--- config.mk ---
export PLATFORM = sky130hd
export DESIGN_NAME = axis_fifo_sync
export DESIGN_NICKNAME = d
export VERILOG_FILES = /design/src/rtl/axis_fifo_sync.sv
export SDC_FILE = /design/constraint.sdc
export NUM_CORES = 1
export LEC_CHECK = 0
export BUFFER_PORTS_ARGS = -buffer_cell sky130_fd_sc_hd__buf_2
export CORE_MARGIN = 5
export CORE_UTILIZATION = 30
export CTS_BUF_LIST = sky130_fd_sc_hd__clkbuf_4
export CTS_CLUSTER_SIZE = 30
export DETAILED_ROUTE_END_ITERATION = 6
export HOLD_SLACK_MARGIN = 0.06
export PLACE_DENSITY = 0.48
export SYNTH_ARGS = -nofsm -noshare
export SYNTH_HDL_FRONTEND = slang
export SYNTH_SLANG_ARGS = --single-unit
--- constraint.sdc ---
create_clock -name ACLK -period 6.3 [get_ports ACLK]
set_input_delay 0.315 -clock ACLK [delete_from_list [all_inputs] [get_ports ACLK]]
set_output_delay 0.315 -clock ACLK [all_outputs]
set_load 0.005 [all_outputs]
--- src/rtl/axis_fifo_sync.sv ---
// Synchronous first-word-fall-through AXI-Stream FIFO placed after the 2-to-1 stream mux.
// Buffers the mux output, isolates its tready from downstream backpressure, and supports a synchronous FLUSH.
module axis_fifo_sync #(
  parameter int DWIDTH = 32,
  parameter int DEPTH  = 8,
  parameter int AWIDTH = 3
) (
  input  logic              ACLK,
  input  logic              ARESET,
  input  logic              FLUSH,
  output logic              si_tready,
  input  logic              si_tvalid,
  input  logic [DWIDTH-1:0] si_tdata,
  input  logic              mo_tready,
  output logic              mo_tvalid,
  output logic [DWIDTH-1:0] mo_tdata,
  output logic [AWIDTH:0]   count,
  output logic              full,
  output logic              empty
);

  localparam logic [AWIDTH:0]   DEPTH_C = (AWIDTH+1)'(DEPTH);
  localparam logic [AWIDTH:0]   CNT_ONE = (AWIDTH+1)'(1);
  localparam logic [AWIDTH-1:0] PTR_ONE = AWIDTH'(1);

  logic [DWIDTH-1:0] mem_q [DEPTH];
  logic [AWIDTH-1:0] wr_ptr_q, wr_ptr_d;
  logic [AWIDTH-1:0] rd_ptr_q, rd_ptr_d;
  logic [AWIDTH:0]   count_q, count_d;
  logic              push, pop;

  // Handshake: a beat transfers on a rising edge where tvalid and tready are both high.
  // si_tready depends only on the registered count, so a full FIFO never accepts a
  // word even if the head is being popped in the same cycle.
  assign full      = (count_q == DEPTH_C);
  assign empty     = (count_q == '0);
  assign count     = count_q;
  assign si_tready = ~full & ~ARESET;
  assign mo_tvalid = ~empty;
  assign mo_tdata  = mem_q[rd_ptr_q];

  assign push = si_tvalid & si_tready;
  assign pop  = mo_tvalid & mo_tready;

  always_comb begin
    wr_ptr_d = wr_ptr_q;
    rd_ptr_d = rd_ptr_q;
    count_d  = count_q;
    if (FLUSH) begin
      wr_ptr_d = '0;
      rd_ptr_d = '0;
      count_d  = '0;
    end else begin
      if (push) wr_ptr_d = wr_ptr_q + PTR_ONE;
      if (pop)  rd_ptr_d = rd_ptr_q + PTR_ONE;
      case ({push, pop})
        2'b10:   count_d = count_q + CNT_ONE;
        2'b01:   count_d = count_q - CNT_ONE;
        default: count_d = count_q;
      endcase
    end
  end

  always_ff @(posedge ACLK or posedge ARESET) begin
    if (ARESET) begin
      wr_ptr_q <= '0;
      rd_ptr_q <= '0;
      count_q  <= '0;
    end else begin
      wr_ptr_q <= wr_ptr_d;
      rd_ptr_q <= rd_ptr_d;
      count_q  <= count_d;
    end
  end

  // Storage is intentionally left unreset; contents are only observed while non-empty.
  always_ff @(posedge ACLK) begin
    if (push && !FLUSH) mem_q[wr_ptr_q] <= si_tdata;
  end

endmodule

== After elaboration in Yosys (flattened, before gate mapping) ==
Memories as Yosys holds them, arrays and structs flattened.
Cells that the tools add are included.

* Register bits after elaboration: 10
* Bits of input ports: 37
* Output and inout bits: 40
* Memories kept: 1
* Memory bits (writable): 256

* Multiplexer cells: 8
* Bitwise gates (word level): 6
* Add/sub/neg operators: 4
* Reductions and logical operators: 6
* Equality and inequality tests: 3

{| class="wikitable"
|+ Memory list
! memory !! words !! bits a word !! rd ports !! clocked after memory_dff !! wr ports !! line !! text
|-
| mem_q || 8 || 32 || 1 || 0 || 1 || 26 || <nowiki>logic [DWIDTH-1:0] mem_q [DEPTH];</nowiki>
|}

{| class="wikitable"
|+ Operator list
! operator !! count
|-
| 3-bit 2-to-1 mux || 4
|-
| 4-bit case mux with 2 select lines || 1
|-
| 3-bit by 1-bit adder with 3-bit output (second input constant) || 2
|-
| 4-bit by 1-bit adder with 4-bit output (second input constant) || 1
|-
| 4-bit == test (second input constant) || 1
|-
| 4-bit zero test || 1
|-
| 4-bit 2-to-1 mux || 1
|-
| 2-bit nonzero test || 2
|-
| 4-bit by 1-bit subtractor with 4-bit output (second input constant) || 1
|-
| 1-bit AND || 3
|-
| 1-bit inverter || 3
|-
| 3-bit nonzero test || 1
|-
| 2-bit by 1-bit == test with 1-bit output (second input constant) || 1
|-
| 2-bit == test (second input constant) || 1
|-
| 1-bit 2-to-1 mux || 2
|-
| 1-bit logical AND || 1
|-
| 1-bit zero test || 1
|}

== Logic depth before layout (Yosys ltp) ==
* Depth in word-level cells: 7
* Depth in mapped cells: 7
* Mapped depth without buffers: 7

== Least setup slack after synthesis ==
No wires, ideal clock.

* Path kind: reg-to-reg
* Start: register count_q[0] (netlist: count[0])
* End: memory mem_q[0][0] (enable)
* Period minus slack after synthesis: 4.804 ns
* Setup slack: 1.496 ns
* Required time: 5.799 ns
* Data arrival time: 4.303 ns
* Library setup time: 0.501 ns
* Cell stages (with the launch flop): 5
* Cell sequence: dfrtp_1 > or4b_1 > inv_1 > or3_1 > nor4_1

* Longest elaborated chain between the ends: 7

{| class="wikitable"
|+ Ends and longest elaborated chain
! what !! line !! text
|-
| start: declaration || 29 || <nowiki>logic [AWIDTH:0] count_q, count_d;</nowiki>
|-
| start signal: assignment || 72 || <nowiki>count_q <= count_d;</nowiki>
|-
| 4-bit == test || 35 || <nowiki>assign full = (count_q == DEPTH_C);</nowiki>
|-
| net full || 18 || <nowiki>output logic full,</nowiki>
|-
| 1-bit inverter || 38 || <nowiki>assign si_tready = ~full & ~ARESET;</nowiki>
|-
| 1-bit AND || 38 ||
|-
| 1-bit AND || 42 || <nowiki>assign push = si_tvalid & si_tready;</nowiki>
|-
| 1-bit logical AND || 78 || <nowiki>if (push && !FLUSH) mem_q[wr_ptr_q] <= si_tdata;</nowiki>
|-
| 1-bit 2-to-1 mux || 78 ||
|-
| 1-bit 2-to-1 mux (implied by the code) || 78 ||
|-
| end: declaration || 26 ||
|}

The timed path passes the listed nets, and every way through them passes these cells.

== Worst setup path in the final report ==
* Start: register rd_ptr_q[0]
* End: output mo_tdata[29]

* Longest elaborated chain between the ends: 1

{| class="wikitable"
|+ Ends and longest elaborated chain
! what !! line !! text
|-
| start: declaration || 28 || <nowiki>logic [AWIDTH-1:0] rd_ptr_q, rd_ptr_d;</nowiki>
|-
| start signal: assignment || 71 || <nowiki>rd_ptr_q <= rd_ptr_d;</nowiki>
|-
| memory read 8 x 32 bit || n/a ||
|-
| end: declaration || 16 || <nowiki>output logic [DWIDTH-1:0] mo_tdata,</nowiki>
|}

Every way passes these cells.

==> flow_summary.toml <==
[die]
ioPinCount = 77
row_count = 67
coreArea_sq_mm = 0.0337
die_h_um = 195
dieArea_sq_mm = 0.0381
die_w_um = 195
start_util_pct = 30.5

[sta]
skew_ns = 0.0417
relSlewSlack_pct = 31.3
fin_crit_sh_pct = 56.3
setup_violations = 0
fin_ws_ns = 2.75
tightest_slew_ns = 1.03
grt_setup_unrepaired = "false"
hold_viol_final = 0
drv_slew = 0
period_minus_slack_ns = 3.55
finalSetupTns_ns = 0
fmax_mhz = 282

[place]
dp_slack_ns = 3.25
dpl_cell_area_sq_mm = 0.0113
io_buffer_count = 76
routabilityCongestion = 0.682
place_hpwl_um = 11900

[route]
wl_um = 22600
ant_nets = 0
drt_iter0_markers = 253
via_count = 5091
wl_per_cell_um = 20.2
drc = 0
viasPerCell = 4.55
dr.pass1.iters = 4

[flow_run]
max-cap-violations = 0

[worst_setup_path]
rr_worst_depth = 7
worst_r2r_startpoint = "count[0]$_DFFE_PP0P_"
start_kind = "register"
critPathKind = "register to primary output"
r2r-end = "count[3]$_DFFE_PP0P_"
crit_required_ns = 5.98
cp-end-kind = "primary output"
arrival_ns = 3.23
crit_fanout = 48
r2r_slack_ns = 3.34

[hold_path]
hold_start = "si_tvalid"
min_to = "wr_ptr_q[1]$_DFFE_PP0P_"
hold_path_class = "primary input to register"
whs_path_depth = 4

[logic_synthesis]
synthesis.nets = 491
syn-instance-count = 449
synth-async-reset-ratio_pct = 3.76
synth_area_leader_cell = "edfxtp_1"
synth_edf_count = 256
synth_top_area_share_pct = 74.8
yosys-top-cells-count = "256 x edfxtp_1, 64 x mux4_2, 32 x mux2_2, 15 x nor2_1, 12 x clkbuf_1"
synth-seq-cells = 266
avgSynthCellArea_sq_um = 22.9
synth.most_common_cell = "edfxtp_1"
synthDistinctLibCells = 35
synth_area_leaders = "edfxtp_1 75%, mux4_2 14%, mux2_2 3.5%, dfrtp_1 2.4%, nor2_1 0.55%"
yosysWarningCount = 0
synth_area_sq_mm = 0.0103
ys_seq_area_share_pct = 77.2
ys.flop_type = "edfxtp_1"

[clock_tree]
cts_buffer_depth = 3
cts_tree = "built"
ctsResizeCount = 0
cts_root_buf = "clkbuf_4"
ctsHtreeMaxLevel = 3
cts_made_buffers = 71
insertion_delay_ns = 0.64
clkSlewWorstSetupHoldPaths_ns = 0.06
cts.sinks = 266

[grt]
globalRouteTotalUtil_pct = 12.0
overflow = 0
antenna_found_initial = 2
grt_max_degree = 67
grt_pass1_vias = 5727
grt_pass1_wl_um = 34600

[finish]
fillers = 3194
seqCellArea_sq_mm = 0.00795
final_area_sq_mm = 0.0125
multi_input_area_sq_mm = 0.00230
area_growth_pct = 21.6
drive_gt1_share_pct = 45.5
layout.nets = 664

[outcome]
outcome = "complete, no violations"

[power_and_ir_drop]
p_per_area_mw_per_mm2 = 351
cellLeakagePower_uw = 0.00411
vdd_drop_max_uv = 116
p_total_uw = 4380
-- power by group --
part           total (uW)  switching, uW  internal, uW
clock network        1450            673           778
registers            2140            167          1970
logic                 792            296           496
total                4380           1140          3250
-- cells in the final DEF (no fill, tap or decap), drive strengths merged, types with 3 or more instances in the layout --
cell | synthesis | routed
edfxtp | 256 | 256
clkbuf | 12 | 101
o21ai | 4 | 4
nor2 | 15 | 15
dlygate4sd3 | 0 | 35
mux2i | 3 | 3
mux2 | 32 | 32
ha | 4 | 4
buf | 9 | 86
dfrtp | 10 | 10
clkinv | 0 | 14
nand2b | 4 | 4
inv | 3 | 6
a21oi | 4 | 4
mux4 | 64 | 64
nand2 | 4 | 4
-- layer usage --
layer  GRT usage (%)  routed length [um]  vias up
met5               0                   0        -
met4            4.16                 465        0
met3            3.45                 973       43
met2            19.9               11300      113
met1            15.2                9890     2659
li1                -                   -     2276
-- final cells by class --
class                   count  share of cell area, %
clock inverters            20                  0.901
inverters                   3                 0.0901
clock buffers             101                   6.07
multi-input cells         159                   18.4
well taps                 448                   4.49
diodes                      2                 0.0400
flip-flops and latches    266                   63.6
repair buffers            121                   6.45
-- state kept, by name, summed over array words and instances, names as in the netlist --
signal,count
mem_q,256
count,4
wr_ptr_q,3
rd_ptr_q,3
-- what timing repair did --
item | 4_1_cts | 5_1_grt
hold endpoints to repair | 273 | 0
buffers inserted | 0 | 0
hold buffers | 35 | 0
-- worst max-delay path: stages, from the launching register on --
cell and delay, ns:
dfrtp_4 1.09, buf_4 0.51, mux4_2 0.56, mux2_2 0.29, buf_2 0.13
-- cells by family (layout without fill, tap and decap cells) --
family,Yosys count,after routing,share of synthesized area (%)
AO/OA/AOI/OAI,13,13,1.01
XOR/XNOR,4,4,0.341
adder cells (fa/ha/maj),5,5,0.682
buffers and inverters,24,245,0.986
flip-flops,266,266,77.2
multiplexers,99,99,17.8
other,0,2,0
AND/OR/NAND/NOR,38,38,1.94
-- worst max-delay path by stage --
stage / startpoint / end / slack [ns]
6_report: rd_ptr_q[0]$_DFFE_PP0P_ / mo_tdata[29] / 2.75
5_1_grt: rd_ptr_q[0]$_DFFE_PP0P_ / mo_tdata[30] / 2.41
4_1_cts: rd_ptr_q[0]$_DFFE_PP0P_ / mo_tdata[29] / 2.55
3_5_place_dp: rd_ptr_q[0]$_DFFE_PP0P_ / mo_tdata[29] / 3.25
3_3_place_gp: rd_ptr_q[0]$_DFFE_PP0P_ / mo_tdata[29] / 3.31
2_1_floorplan: count[0]$_DFFE_PP0P_ / mem_q[0][0]$_DFFE_PP_ / 1.50
-- per-stage QoR --
step                      utilization, %  cells  hold WS, ns
after floorplan                        -    449        0.155
after global placement              33.4    962        0.381
after detailed placement            33.4    962        0.374
after CTS                           37.1   1118       0.0694
after global routing                37.1   1120       0.0849
final                               37.1   1120        0.136
Power figures use the tool's default switching activity.
